File: src/rtl/alu_issue_ctrl.sv
// Execute-stage issue controller for the combinational vector ALU.
// Holds the ALU inputs stable for one or DIV_LAT cycles, then hands the result to writeback.
//
// state | meaning
// IDLE  | ready for a new instruction; illegal encodings are rejected here
// EXEC  | ALU inputs held from the holding registers while the counter runs down
// WB    | result presented to writeback until wb_ready
module alu_issue_ctrl #(
  parameter int          DIV_LAT  = 4,
  parameter logic [0:5]  RTYPE_OP = 6'b101010
) (
  input  logic        clk,
  input  logic        reset,
  input  logic        in_valid,
  output logic        in_ready,
  input  logic [0:31] instr,
  input  logic [0:63] rA_64bit_val,
  input  logic [0:63] rB_64bit_val,
  output logic [0:63] alu_rA,
  output logic [0:63] alu_rB,
  output logic [0:5]  alu_R_ins,
  output logic [0:5]  alu_Op_code,
  output logic [0:1]  alu_WW,
  input  logic [0:63] ALU_out,
  output logic        wb_valid,
  input  logic        wb_ready,
  output logic [0:63] wb_data,
  output logic [0:4]  wb_rD,
  output logic        illegal_op
);

  typedef enum logic [1:0] {IDLE, EXEC, WB} state_t;

  state_t     state, state_nxt;
  logic [3:0] cnt;
  logic [0:4] rd_q;

  logic [0:5] op_in;
  logic [0:5] func_in;
  logic [0:4] rd_in;
  logic [0:1] ww_in;
  logic       legal;
  logic       long_op;
  logic       unused_fields;

  assign op_in   = instr[0:5];
  assign rd_in   = instr[6:10];
  assign ww_in   = instr[24:25];
  assign func_in = instr[26:31];
  // Source register fields are resolved upstream; only the operand values matter here.
  assign unused_fields = ^instr[11:23];

  assign legal   = (op_in == RTYPE_OP) && (func_in >= 6'b000001) && (func_in <= 6'b010010);
  assign long_op = (func_in == 6'b001110) || (func_in == 6'b001111) || (func_in == 6'b010010);

  assign in_ready = (state == IDLE);
  assign wb_valid = (state == WB);

  always_ff @(posedge clk) begin
    if (reset) state <= IDLE;
    else       state <= state_nxt;
  end

  always_comb begin
    state_nxt = state;
    case (state)
      IDLE:    if (in_valid && legal) state_nxt = EXEC;
      EXEC:    if (cnt == 4'd0)       state_nxt = WB;
      WB:      if (wb_ready)          state_nxt = IDLE;
      default:                        state_nxt = IDLE;
    endcase
  end

  // The alu_* outputs are themselves the holding registers, so they only
  // change on a legal accept and stay put through EXEC and afterwards.
  always_ff @(posedge clk) begin
    if (reset) begin
      alu_rA      <= '0;
      alu_rB      <= '0;
      alu_R_ins   <= '0;
      alu_Op_code <= '0;
      alu_WW      <= '0;
      rd_q        <= '0;
      cnt         <= '0;
      wb_data     <= '0;
      wb_rD       <= '0;
      illegal_op  <= 1'b0;
    end else begin
      illegal_op <= 1'b0;
      case (state)
        IDLE: begin
          if (in_valid) begin
            if (legal) begin
              alu_rA      <= rA_64bit_val;
              alu_rB      <= rB_64bit_val;
              alu_R_ins   <= func_in;
              alu_Op_code <= op_in;
              alu_WW      <= ww_in;
              rd_q        <= rd_in;
              cnt         <= long_op ? 4'(DIV_LAT - 1) : 4'd0;
            end else begin
              illegal_op <= 1'b1;
            end
          end
        end
        EXEC: begin
          if (cnt == 4'd0) begin
            wb_data <= ALU_out;
            wb_rD   <= rd_q;
          end else begin
            cnt <= cnt - 4'd1;
          end
        end
        default: ;
      endcase
    end
  end

endmodule

File: config.mk
export PLATFORM = sky130hd
export DESIGN_NAME = alu_issue_ctrl
export DESIGN_NICKNAME = d
export VERILOG_FILES = /design/src/rtl/alu_issue_ctrl.sv
export SDC_FILE = /design/constraint.sdc
export NUM_CORES = 1
export LEC_CHECK = 0
export BUFFER_PORTS_ARGS = -buffer_cell sky130_fd_sc_hd__buf_2
export CAP_MARGIN = 20
export CORE_AREA = 8 8 167 169
export CTS_BUF_LIST = sky130_fd_sc_hd__clkbuf_16
export CTS_CLUSTER_SIZE = 8
export DETAILED_ROUTE_END_ITERATION = 7
export DIE_AREA = 0 0 175 177
export PLACE_DENSITY = 0.56
export SLEW_MARGIN = 20
export SYNTH_ARGS = -nofsm -noshare
export SYNTH_HDL_FRONTEND = slang
export SYNTH_SLANG_ARGS = --single-unit
File: constraint.sdc
create_clock -name clk -period 2.8 [get_ports clk]
set_input_delay 0.42 -clock clk [delete_from_list [all_inputs] [get_ports clk]]
set_output_delay 0.42 -clock clk [all_outputs]
set_load 0.05 [all_outputs]
==> flow_summary.ini <==
[status]
outcome = completed

[timing]
max_freq_mhz = 465
rsz0062_at_grt = false
fin_setup_tns_ns = 0
slew_viol_final = 0
worst_pin_slew_ns = 0.568
clock_skew_ns = 0.0149
finalHoldViolCount = 0
fin_ws_ns = 0.649
fin_crit_sh = 0.768
slew_headroom = 0.621
finalSetupViolCount = 0
period_minus_slack_ns = 2.15

[die]
core_sq_um = 25500
rows = 59
die_width_microns = 175
io_pins = 442
die_area_sq_um = 31000
initial_core_util = 0.306
die_h_microns = 177

[final_layout]
fin_cells = 1736
synthToLayoutAreaGrowth_pct = 43.1
nFillCells = 2650
seq_area_sq_um = 4460
drive_gt1_frac = 0.349
fin_nets = 1628
multi_input_area_sq_um = 2990

[clock_network]
clock_latency_ns = 0.53
clk_pin_slew_worst_paths_ns = 0.05
cts_buffer_depth = 3
cts_resized = 0
cts_root_buf = clkbuf_16
cts_setup_buffers = 0
ctsHoldBuffers = 0
cts_tree = done
htree_levels = 1
cts.sinks = 223
cts_made_buffers = 31

[placement]
pre_cts_ws_ns = 0.304
io_buffers = 428
dp_hpwl_mm = 21.1
finalWeightedCongestion = 0.781
placedCellCount = 1701

[synthesis]
ys_types = 32
syn_area_sq_um = 7790
synth_fp_nets = 1214
ys_seq_area_frac = 0.573
synthCells = 985
synth_warnings = 0
synth.ff_latch_count = 223
syn_avg_cell_area_sq_um = 7.91

[worst_setup_path]
crit_fanout = 18
timing.rr.start = cnt[0]
rr_worst_depth = 7
crit_type = reg -> reg
r2r_slack_ns = 0.65
required_ns = 3.25
cp_data_arrival_time_ns = 2.60
end_kind = flop
setup.worst_path.start_class = flop
reg2reg_to = wb_data[53]

[global_route]
grt_max_degree = 80
grt_pass1_vias = 7677
grt_pass1_wl_mm = 43.2
grt.total_usage = 0.172
grt.busiest_layer = met2
grt_use_met2 = 0.288
antenna_found_initial = 4
grt-ovfl-total = 0
globalRouteMet3Util = 0.0802
use_met1 = 0.195

[detailed_routing]
drt-initial-drc-count = 384
drt_first_pass_iters = 4
wl_per_cell_microns = 16.5
num_vias = 7851
routed_wirelength_mm = 28.6
drtAntennaViolNets = 0
viasPerCell = 4.52
drc = 0

[hold_path]
whs_path_depth = 3
hold_path_class = in -> reg
hold_end = alu_rB[51]
holdCritStartpoint = rB_64bit_val[51]

[pwr]
p_per_area_nw_per_um2 = 594
peakVddDrop_v = 0.000445
p_leak_nw = 4.90

[run]
maxCapViolCount = 0
-- sequential cells by signal, summed over array words and instances (netlist names) --
signal / flops
alu_Op_code: 6
alu_R_ins: 6
alu_WW: 2
alu_rA: 64
alu_rB: 64
cnt: 4
illegal_op: 1
rd_q: 5
state: 2
wb_data: 64
wb_rD: 5
-- where the power goes --
part / internal [W] / switching [W] / leakage [nW]
Sequential: 0.00319 / 0.00000265 / 1.80
Combinational: 0.000130 / 0.000143 / 2.72
Clock: 0.00191 / 0.00126 / 0.387
Total: 0.00523 / 0.00140 / 4.90
-- critical path, stage by stage (launching register included) --
cell and delay [ns]:
dfxtp_1 0.32, inv_1 0.08, ha_1 0.17, nor3b_1 0.46
and2_2 0.61, buf_12 0.23, nand2_1 0.07, a21oi_1 0.12
-- routing by layer --
| layer | vias to the layer above | wire, microns |
|---|---|---|
| met5 | - | 16 |
| met4 | 4 | 495 |
| met3 | 45 | 3320 |
| met2 | 324 | 13600 |
| met1 | 3489 | 11200 |
| li1 | 3989 | - |
-- layout by cell type, fill, tap and decap left out, types with 3 or more instances in the layout --
master       n
buf_2      427
nand2_1    422
dfxtp_1    223
a21oi_1    214
clkbuf_16   31
nor2_1      13
buf_12      12
buf_4       11
inv_1        7
nor2b_1      4
diode_2      3
or3_1        3
nand2b_1     3
-- worst max path at each step --
stage | start | endpoint | cells past startpoint
after floorplan | state[0] | alu_rA[10] | 8
after global placement | instr[1] | alu_rB[53] | 7
after detailed placement | instr[1] | alu_rB[55] | 7
after CTS | cnt[0] | wb_data[45] | 7
after global routing | cnt[0] | wb_data[53] | 7
final | cnt[0] | wb_data[53] | 7
-- kinds of logic after synthesis --
kind of cell | count (synthesis) | share of synthesized area
buffers and inverters | 76 | 0.0443
muxes | 1 | 0.00128
and+or+nand+nor | 458 | 0.231
AOI/OAI and AO/OA | 226 | 0.149
DFF | 223 | 0.573
adders and majority gates | 1 | 0.00161
-- area by class of cell --
class | instances | area share
tap | 335 | 0.0376
antenna | 3 | 0.000673
clock inverter | 1 | 0.000337
inverter | 6 | 0.00202
multi-input combinational | 686 | 0.268
clock buffer | 31 | 0.0695
sequential | 223 | 0.400
timing repair buffer | 451 | 0.222
-- stage by stage --
step	hold WS [ns]	cell area, sq um	total power, W	utilization
floorplan	0.432	7790	0.00334	-
global placement	0.414	10400	0.00353	0.407
detailed placement	0.415	10400	0.00353	0.407
CTS	0.0974	11100	0.00673	0.438
global route	0.105	11200	0.00688	0.438
finish	0.127	11200	0.00663	0.438
-- synthesized netlist by cell type, drive strengths merged --
library cell  number  share of area
nor2b              4         0.0032
a311oi             1         0.0011
a211o              2         0.0022
nand2b             3         0.0024
and2               1        0.00080
ha                 1         0.0016
clkbuf            44          0.021
a21oi            214           0.14
inv                6         0.0029
o41ai              1         0.0011
nor2              14         0.0071
nor4               1         0.0027
o21ai              2         0.0013
nand2            423           0.20
nand3              1        0.00064
or4                2         0.0019
a31oi              2         0.0016
and4bb             1         0.0016
buf               26          0.020
mux2i              1         0.0013
nor3               3         0.0026
or3                3         0.0024
o31a               1         0.0011
a211oi             2         0.0019
nor3b              2         0.0019
dfxtp            223           0.57
o31ai              1        0.00096
(Power assumes the default switching activity.)
